==> src/rtl/load_store_unit.sv <==
// Multi-cycle load/store unit: byte-lane alignment, byte enables and load extension
// between the datapath and a handshaked word-wide data bus; stalls the core per access.
module load_store_unit #(
  parameter int unsigned TIMEOUT = 15
) (
  input  logic        clk,
  input  logic        rst,
  input  logic        rd_en,
  input  logic        wr_en,
  input  logic [2:0]  funct3,
  input  logic [31:0] addr,
  input  logic [31:0] wdata,
  output logic [31:0] rdata,
  output logic        stall,
  output logic        misalign,
  output logic        timeout,
  output logic        mem_req,
  output logic        mem_we,
  output logic [31:0] mem_addr,
  output logic [3:0]  mem_be,
  output logic [31:0] mem_wdata,
  input  logic        mem_ack,
  input  logic [31:0] mem_rdata
);

  typedef enum logic [1:0] {
    S_IDLE = 2'd0,
    S_REQ  = 2'd1,
    S_DONE = 2'd2
  } state_e;

  typedef enum logic [1:0] {
    SZ_B = 2'd0,
    SZ_H = 2'd1,
    SZ_W = 2'd2
  } size_e;

  localparam logic [7:0] TO_LIMIT = TIMEOUT[7:0];

  function automatic size_e size_of(input logic [2:0] f3);
    size_e sz;
    case (f3)
      3'b000, 3'b100: sz = SZ_B;
      3'b001, 3'b101: sz = SZ_H;
      default:        sz = SZ_W;
    endcase
    return sz;
  endfunction

  function automatic logic is_misaligned(input logic [2:0] f3, input logic [1:0] lo);
    logic bad;
    case (size_of(f3))
      SZ_B:    bad = 1'b0;
      SZ_H:    bad = lo[0];
      default: bad = (lo != 2'b00);
    endcase
    return bad;
  endfunction

  function automatic logic [3:0] byte_en(input logic [2:0] f3, input logic [1:0] lo);
    logic [3:0] be;
    case (size_of(f3))
      SZ_B:    be = 4'b0001 << lo;
      SZ_H:    be = 4'b0011 << {lo[1], 1'b0};
      default: be = 4'b1111;
    endcase
    return be;
  endfunction

  function automatic logic [31:0] lane_data(input logic [2:0] f3, input logic [31:0] wd);
    logic [31:0] d;
    case (size_of(f3))
      SZ_B:    d = {4{wd[7:0]}};
      SZ_H:    d = {2{wd[15:0]}};
      default: d = wd;
    endcase
    return d;
  endfunction

  // Shift the addressed lane down to bit 0, then extend according to the access type.
  function automatic logic [31:0] load_extend(input logic [2:0] f3, input logic [1:0] lo,
                                              input logic [31:0] word);
    logic [31:0] sh;
    logic [31:0] r;
    sh = word >> {lo, 3'b000};
    case (f3)
      3'b000:  r = {{24{sh[7]}}, sh[7:0]};
      3'b001:  r = {{16{sh[15]}}, sh[15:0]};
      3'b100:  r = {24'd0, sh[7:0]};
      3'b101:  r = {16'd0, sh[15:0]};
      default: r = word;
    endcase
    return r;
  endfunction

  state_e      state_q, state_d;
  logic [7:0]  cnt_q, cnt_d;
  logic [31:0] addr_q, addr_d;
  logic [2:0]  f3_q, f3_d;
  logic        we_q, we_d;
  logic [3:0]  be_q, be_d;
  logic [31:0] wdata_q, wdata_d;
  logic [31:0] word_q, word_d;
  logic        to_q, to_d;

  logic        access_s;
  logic        bad_s;
  logic [7:0]  cnt_inc_s;

  assign access_s  = rd_en | wr_en;
  assign bad_s     = is_misaligned(funct3, addr[1:0]);
  assign cnt_inc_s = cnt_q + 8'd1;

  // Next-state and capture logic.
  always_comb begin
    state_d = state_q;
    cnt_d   = cnt_q;
    addr_d  = addr_q;
    f3_d    = f3_q;
    we_d    = we_q;
    be_d    = be_q;
    wdata_d = wdata_q;
    word_d  = word_q;
    to_d    = to_q;
    case (state_q)
      S_IDLE: begin
        if (access_s && !bad_s) begin
          state_d = S_REQ;
          cnt_d   = 8'd0;
          addr_d  = addr;
          f3_d    = funct3;
          we_d    = wr_en;
          be_d    = byte_en(funct3, addr[1:0]);
          wdata_d = lane_data(funct3, wdata);
          word_d  = 32'd0;
          to_d    = 1'b0;
        end else begin
          state_d = S_IDLE;
        end
      end
      S_REQ: begin
        if (mem_ack) begin
          state_d = S_DONE;
          word_d  = mem_rdata;
        end else if (cnt_inc_s == TO_LIMIT) begin
          // Abandoned access: report it and return an all-zero word.
          state_d = S_DONE;
          cnt_d   = cnt_inc_s;
          word_d  = 32'd0;
          to_d    = 1'b1;
        end else begin
          cnt_d   = cnt_inc_s;
        end
      end
      S_DONE: begin
        state_d = S_IDLE;
        cnt_d   = 8'd0;
        to_d    = 1'b0;
      end
      default: begin
        state_d = S_IDLE;
        cnt_d   = 8'd0;
        to_d    = 1'b0;
      end
    endcase
  end

  // State and capture registers.
  always_ff @(posedge clk) begin
    if (rst) begin
      state_q <= S_IDLE;
      cnt_q   <= 8'd0;
      addr_q  <= 32'd0;
      f3_q    <= 3'd0;
      we_q    <= 1'b0;
      be_q    <= 4'd0;
      wdata_q <= 32'd0;
      word_q  <= 32'd0;
      to_q    <= 1'b0;
    end else begin
      state_q <= state_d;
      cnt_q   <= cnt_d;
      addr_q  <= addr_d;
      f3_q    <= f3_d;
      we_q    <= we_d;
      be_q    <= be_d;
      wdata_q <= wdata_d;
      word_q  <= word_d;
      to_q    <= to_d;
    end
  end

  // Outputs: bus fields only while requesting, result only in DONE.
  always_comb begin
    stall     = 1'b0;
    misalign  = 1'b0;
    mem_req   = 1'b0;
    mem_we    = 1'b0;
    mem_addr  = 32'd0;
    mem_be    = 4'd0;
    mem_wdata = 32'd0;
    rdata     = 32'd0;
    timeout   = 1'b0;
    case (state_q)
      S_IDLE: begin
        stall    = access_s & ~bad_s;
        misalign = access_s & bad_s;
      end
      S_REQ: begin
        stall     = 1'b1;
        mem_req   = 1'b1;
        mem_we    = we_q;
        mem_addr  = {addr_q[31:2], 2'b00};
        mem_be    = be_q;
        mem_wdata = wdata_q;
      end
      S_DONE: begin
        timeout = to_q;
        if (!we_q) begin
          rdata = load_extend(f3_q, addr_q[1:0], word_q);
        end else begin
          rdata = 32'd0;
        end
      end
      default: begin
        stall = 1'b0;
      end
    endcase
  end

endmodule

==> config.mk <==
export PLATFORM = sky130hd
export DESIGN_NAME = load_store_unit
export DESIGN_NICKNAME = d
export VERILOG_FILES = /design/src/rtl/load_store_unit.sv
export SDC_FILE = /design/constraint.sdc
export NUM_CORES = 1
export LEC_CHECK = 0
export ABC_AREA = 1
export CAP_MARGIN = 40
export CORE_AREA = 2 2 114 116
export CTS_CLUSTER_DIAMETER = 200
export DETAILED_ROUTE_END_ITERATION = 16
export DIE_AREA = 0 0 116 118
export PLACE_DENSITY = 0.85
export SLEW_MARGIN = 20
export SYNTH_ARGS = -nofsm -noshare
export SYNTH_HDL_FRONTEND = slang
export SYNTH_SLANG_ARGS = --single-unit
==> constraint.sdc <==
create_clock -name clk -period 4.8 [get_ports clk]
set_input_delay 0.72 -clock clk [delete_from_list [all_inputs] [get_ports clk]]
set_output_delay 0.72 -clock clk [all_outputs]
set_load 0.01 [all_outputs]
==> results.ini, run 1 <==
[run_status]
status = completed

[placed_design]
place_hpwl_um = 13100
io_buffers = 206
dp.cells = 1268
gp_congestion = 0.944
pre_cts_slack_ns = 1.08

[timing]
finalSetupViolCount = 0
setup_slack_ns = 0.609
relSlewSlack_pct = 50.0
grt_setup_unrepaired = no
finClkSkew_ns = 0.00758
hold_viol_final = 0
period_share_pct = 87.3
fin_crit_ns = 4.19
hold-worst-slack_ns = 0.450
worst_slew_pin_slew_ns = 0.746
max_freq_mhz = 239
tns_ns = 0
drv_slew = 0

[route]
vias_per_cell = 5.23
vias = 6813
wire_per_inst_um = 14.7
drt_iter0_markers = 627
drc = 0
detail-route-antenna-nets = 0
finalWirelength_um = 19200
firstDrtPassIters = 5

[setup_path]
r2r_setup_slack_ns = 2.44
cp-start-kind = flop
cp_common_cell = a21oi_1
crit_type = flop to output port
crit_path_max_incr_delay_ns = 0.68
required_ns = 4.08
crit_buf_inv = 2
cpLargestDelayFamily = buffers and inverters
path_cells = inv_1 -> a21oi_1 -> o21ai_1 -> a21oi_2 -> nand2_2 -> nand2_1 -> nand3_2 -> a21oi_1 -> clkdlybuf4s50_1
critical-path-slowest-cell = dfxtp_1
worstSetupEndpointType = output port
cp.arrival_ns = 3.47
path_max_fanout = 23

[clocking]
cts_setup_buffers = 0
clk_pin_slew_ns = 0.05
cts_tree = done
cts_made_buffers = 17
clockRootBuffer = clkbuf_16
clockBufferDepth = 2
clk_latency_ns = 0.40
htreeDepth = 4
clock_sinks = 115
cts_resized = 0
postCtsHoldBufs = 0

[logic_synthesis]
yosysSeqAreaShare_pct = 38.0
syn_area_mm2 = 0.00606
synth_cell_types = 35
ys_ff_latch = 115
syn_area_per_cell_um2 = 6.41
syn_inst = 946
synth_warnings = 0

[flow_run]
maxCapViolations = 0

[min_path]
hold_class = flop to flop

[floorplan]
die-area_mm2 = 0.0137
row_count = 41
fp.dieW_um = 116
ios = 209
initial_utilization_pct = 48.8
die_height_um = 118
core_mm2 = 0.0124

[grt]
antenna_found_initial = 0
grt_pass1_wl_um = 30100
grt_pass1_vias = 6228
grt_max_degree = 71
overflow = 0
track_usage_pct = 27.4

[power_and_ir_drop]
p_per_area_mw_per_mm2 = 361
ir_drop_mv = 0.201
leakagePower_uw = 0.00353

[finish]
final-instance-count-excl-fill = 1302
finish.net_count = 1223
utilization_pct = 70.8
drive_above_1_share_pct = 5.22
area_growth_pct = 44.9
antenna_cells = 0

[routing by layer]
layer  up-vias  track usage [%]  part of all wire, %
met5         -                0                    0
li1       3377                -                    -
met4         0             8.18                  1.9
met1      3102             33.3                   41
met3        37             9.01                  9.3
met2       297             45.8                   48
[power by group]
part / total [uW] / internal [uW] / switching, uW
sequential: 1130 / 1060 / 69.1
combinational: 673 / 281 / 392
clock: 1360 / 930 / 433
total: 3170 / 2280 / 894
[path summary, 6_finish.rpt]
kind	startpoint	end	depth (start not counted)
worst max-delay path	addr_q[0]	rdata[18]	9
worst max register to register	cnt_q[1]	word_q[22]	12
worst min-delay path	wdata_q[3]	wdata_q[3]	2
worst min register to register	wdata_q[3]	wdata_q[3]	2
[logic make-up after synthesis]
logic type,synth area share [%]
flops,38.0
other cells,0.0619
simple gates,25.0
compound gates,23.7
buf+inv,12.8
fa+ha+maj,0.413
[cells in the final DEF, fill, tap and decap left out, types with 3 or more instances in the layout]
cell type        instances
clkdlybuf4s50_1        206
clkinv_2                 5
inv_2                    5
o31ai_1                  7
buf_4                    9
nand3_2                  3
clkbuf_1                 3
a221oi_1                 7
a31oi_1                 10
dfxtp_1                115
o22ai_1                  4
a211oi_1                 5
a22oi_1                  4
bufinv_16                5
clkbuf_16               17
a21oi_1                137
nand3_1                 38
nand2_4                  4
inv_1                  120
o21ai_1                  3
nand2_1                167
nor2_1                 145
o21ai_0                 85
[through the flow]
stage               total power (uW)  cell area, um2
floorplan                       1560            6060
global placement                1790            8100
detailed placement              1810            8130
CTS                             3170            8760
global route                    3320            8780
finish                          3170            8780
[registers in the layout, summed over array words and instances, names as in the netlist]
signal / count
we_q: 1
state_q: 2
word_q: 32
to_q: 1
addr_q: 32
wdata_q: 32
be_q: 4
cnt_q: 8
f3_q: 3
[layout make-up]
type / count / area [um2]
clock buffers: 21 / 450
clock inverters: 11 / 183
fillers: 1054 / 3630
inverters: 126 / 473
multi-input cells: 640 / 2990
flip-flops and latches: 115 / 2300
well taps: 172 / 215
repair buffers: 217 / 2170
[cell usage after synthesis]
library cell / number / area, um2
a211oi_1: 5 / 37.5
a21oi_1: 137 / 686
a21oi_2: 1 / 8.76
a221oi_1: 7 / 61.3
a22oi_1: 4 / 30.0
a311oi_1: 2 / 17.5
a31oi_1: 10 / 62.6
buf_1: 6 / 22.5
buf_2: 16 / 80.1
buf_4: 4 / 30.0
buf_6: 3 / 33.8
clkbuf_1: 37 / 139
clkinv_1: 1 / 3.75
conb_1: 1 / 3.75
dfxtp_1: 115 / 2300
ha_1: 2 / 25.0
inv_1: 122 / 458
inv_2: 3 / 11.3
nand2_1: 167 / 627
nand2_2: 3 / 18.8
nand2_4: 3 / 33.8
nand3_1: 38 / 190
nand3_2: 3 / 30.0
nand3b_1: 1 / 7.51
nand4_1: 2 / 12.5
nor2_1: 145 / 544
nor2_2: 2 / 12.5
nor2_4: 2 / 22.5
nor3_1: 2 / 10.0
o21a_1: 2 / 15.0
o21ai_0: 85 / 425
o21ai_1: 3 / 15.0
o22ai_1: 4 / 25.0
o31ai_1: 7 / 52.6
or2_1: 1 / 6.26
[worst reg2reg max path: stages, from the launching register on]
cell and delay, ns:
dfxtp_1 0.42, ha_1 0.27, inv_1 0.06, nand2_1 0.06, nand2_1 0.06, nor2_1 0.11
nand3_1 0.10, nor2_1 0.13, nand2_1 0.11, nand2_4 0.42, nand2_4 0.25, nor2_1 0.18
nor2_1 0.07
Note: power is estimated with default switching activity, not from simulation.
==> run 2: changes to the inputs <==
Settings changed: CORE_AREA 2 2 114 116 to 2 2 108 110, DIE_AREA 0 0 116 118 to 0 0 110 112, DONT_BUFFER_PORTS set to 1, PLACE_DENSITY 0.85 to 0.79.
==> run 2 against run 1 <==
  * Hold slack worse by 0.076 ns
  * Combinational power shrank 25%
  * Final area decreased by 25%
  * Power fell by 8.1%
  * Wire length down 16%
  * Worst setup slack better by 0.53 ns
  * Critical path depth decreased by 1
  * Fmax increased by 14%
  * Global-route usage decreased by 1.3 points
  * Flip-flop and latch count did not move
==> results.ini, run 2 (synthesis gave the netlist of run 1 again) <==
[run_status]
status = completed  ; unchanged

[grt]
track_usage_pct = 26.1  ; was 27.4%
grt_pass1_vias = 5076  ; was 6228
grt_max_degree = 90  ; was 71
antenna_found_initial = 0  ; unchanged
overflow = 0  ; unchanged
grt_pass1_wl_um = 25000  ; was 30100 um

[placed_design]
place_hpwl_um = 11100  ; was 13100 um
io_buffers = 0  ; was 206
gp_congestion = 0.964  ; was 0.944

[route]
vias = 5867  ; was 6813
met3_length_um = 1550  ; was 1780 um
firstDrtPassIters = 5  ; unchanged
wl_met2_um = 7430  ; was 9250 um
drt_iter0_markers = 506  ; was 627
wire_per_inst_um = 15.2  ; was 14.7 um
detail-route-antenna-nets = 0  ; unchanged
drt-met1-wl_um = 6840  ; was 7790 um
drc = 0  ; unchanged
finalWirelength_um = 16200  ; was 19200 um
highest_layer = met4  ; unchanged
vias_per_cell = 5.53  ; was 5.23

[floorplan]
fp.dieW_um = 110  ; was 116 um
row_count = 39  ; was 41
die-area_mm2 = 0.0123  ; was 0.0137 mm2
core_mm2 = 0.0112  ; was 0.0124 mm2
die_height_um = 112  ; was 118 um
initial_utilization_pct = 54.2  ; was 48.8%
ios = 209  ; unchanged

[setup_path]
crit_type = flop to output port  ; unchanged
required_ns = 4.08  ; about the same
r2r-start = state_q[0]  ; was cnt_q[1]
r2r_setup_slack_ns = 2.41  ; was 2.44 ns
worstSetupEndpointType = output port  ; unchanged
crit_path_max_incr_delay_ns = 0.70  ; was 0.68 ns
r2r_cells = 10  ; was 12
reg2reg_to = word_q[31]  ; was word_q[22]
path_max_fanout = 23  ; unchanged
cp.arrival_ns = 2.94  ; was 3.47 ns
cp-start-kind = flop  ; unchanged
cp_common_cell = a21oi_1  ; unchanged
path_cells = inv_1 -> a21oi_1 -> o21ai_1 -> a21oi_2 -> nand2_2 -> nand2_1 -> nand3_2 -> a21oi_1  ; was inv_1 -> a21oi_1 -> o21ai_1 -> a21oi_2 -> nand2_2 -> nand2_1 -> nand3_2 -> a21oi_1 -> clkdlybuf4s50_1
critical-path-slowest-cell = dfxtp_1  ; unchanged

[timing]
finalSetupViolCount = 0  ; unchanged
fin_crit_ns = 3.66  ; was 4.19 ns
period_share_pct = 76.3  ; was 87.3%
max_freq_mhz = 273  ; was 239 MHz
tns_ns = 0  ; unchanged
hold-worst-slack_ns = 0.374  ; was 0.450 ns
finClkSkew_ns = 0.00751  ; was 0.00758 ns
relSlewSlack_pct = 47.0  ; was 50.0%
hold_viol_final = 0  ; unchanged
drv_slew = 0  ; unchanged
grt_setup_unrepaired = no  ; unchanged
worst_slew_pin_slew_ns = 0.795  ; was 0.746 ns

[min_path]
hold_start = rst  ; was wdata_q[3]
hold_class = primary input to flop  ; was flop to flop
hold_depth = 1  ; was 2
min_to = wdata_q[23]  ; was wdata_q[3]

[finish]
antenna_cells = 0  ; unchanged
largestRegisters = addr_q (32), wdata_q (32), word_q (32)  ; unchanged
final_cell_mix = nand2_1, nor2_1, a21oi_1, inv_1, dfxtp_1  ; was clkdlybuf4s50_1, nand2_1, nor2_1, a21oi_1, inv_1
drive_above_1_share_pct = 5.99  ; was 5.22%
area_growth_pct = 8.94  ; was 44.9%
finish.net_count = 1011  ; was 1223
final_common_cell = nand2_1  ; was clkdlybuf4s50_1

[power_and_ir_drop]
p_per_area_mw_per_mm2 = 441  ; was 361 mW/mm2
pwr-share-clk_pct = 43.8  ; was 43.0%
leakagePower_uw = 0.00272  ; was 0.00353 uW
combPwrFrac_pct = 17.4  ; was 21.2%
ir_drop_mv = 0.329  ; was 0.201 mV
intPower_uw = 2050  ; was 2280 uW
power_frac_seq_pct = 38.9  ; was 35.8%
p_switching_uw = 864  ; was 894 uW
switching_share_pct = 29.7  ; was 28.2%

[clocking]
clock_sinks = 115  ; unchanged
clockBufferDepth = 2  ; unchanged
clk_latency_ns = 0.41  ; was 0.40 ns
clk_pin_slew_ns = 0.05  ; about the same
cts_made_buffers = 17  ; unchanged
cts_tree = done  ; unchanged
clockRootBuffer = clkbuf_16  ; unchanged
cts_setup_buffers = 0  ; unchanged
cts_resized = 0  ; unchanged
htreeDepth = 4  ; unchanged
postCtsHoldBufs = 0  ; unchanged

[flow_run]
maxCapViolations = 0  ; unchanged

==> run 2: cell count changes in the layout (fill, tap and decap cells not counted), sizes merged <==
| cell | delta |
|---|---|
| bufinv | -2 |
| clkinv | +1 |
| clkinvlp | +2 |
| clkdlybuf4s50 | -206 |
| buf | -6 |
| clkbuf | -2 |
| inv | +1 |
==> run 2: how the worst max path moves through the flow <==
stage | end | slack, ns | from
2_1_floorplan | stall | 2.50 | funct3[1]
3_3_place_gp | stall | 1.62 | wr_en
3_5_place_dp | rdata[17] | 1.66 | addr_q[0]
4_1_cts | rdata[17] | 1.20 | addr_q[0]
5_1_grt | rdata[30] | 0.86 | addr_q[0]
6_report | rdata[17] | 1.14 | addr_q[0]
==> run 2: through the flow <==
step	setup slack [ns]	power, uW	util (%)	instance area, um2	cells
CTS	1.20	2930	59.1	6600	1061
detailed placement	1.66	1650	53.7	6000	1029
global placement	1.62	1630	53.4	5970	1027
global route	0.863	3070	59.1	6600	1061
finish	1.14	2910	59.1	6600	1061
floorplan	2.50	1560	-	6060	947
==> run 2: cell type report <==
type | instances | area [um2]
fillers | 1030 | 4570
clock inverters | 13 | 159
inverters | 126 | 473
repair buffers | 5 | 57.6
multi-input cells | 640 | 2990
flip-flops and latches | 115 | 2300
well taps | 143 | 179
clock buffers | 19 | 443
==> run 2: critical path, delay by kind of cell (launching register included) <==
family                 cells  cell delay (ns)
AO/OA/AOI/OAI              4             0.83
buffers and inverters      1             0.47
flip-flops                 1             0.70
AND/OR/NAND/NOR            3             0.53
==> run 2: power groups by stage <==
| stage | combinational [uW] | clock [uW] | sequential, uW |
|---|---|---|---|
| after floorplan | 434 | 0 | 1130 |
| after global placement | 485 | 0 | 1150 |
| after detailed placement | 497 | 0 | 1150 |
| after CTS | 501 | 1290 | 1130 |
| after global routing | 576 | 1350 | 1140 |
| final | 506 | 1270 | 1130 |
==> run 2: layer usage <==
metal / global-route usage, % / vias up
li1: - / 2964
met1: 33.7 / 2587
met2: 40.1 / 287
met3: 9.13 / 29
met4: 9.62 / 0
met5: 0 / -
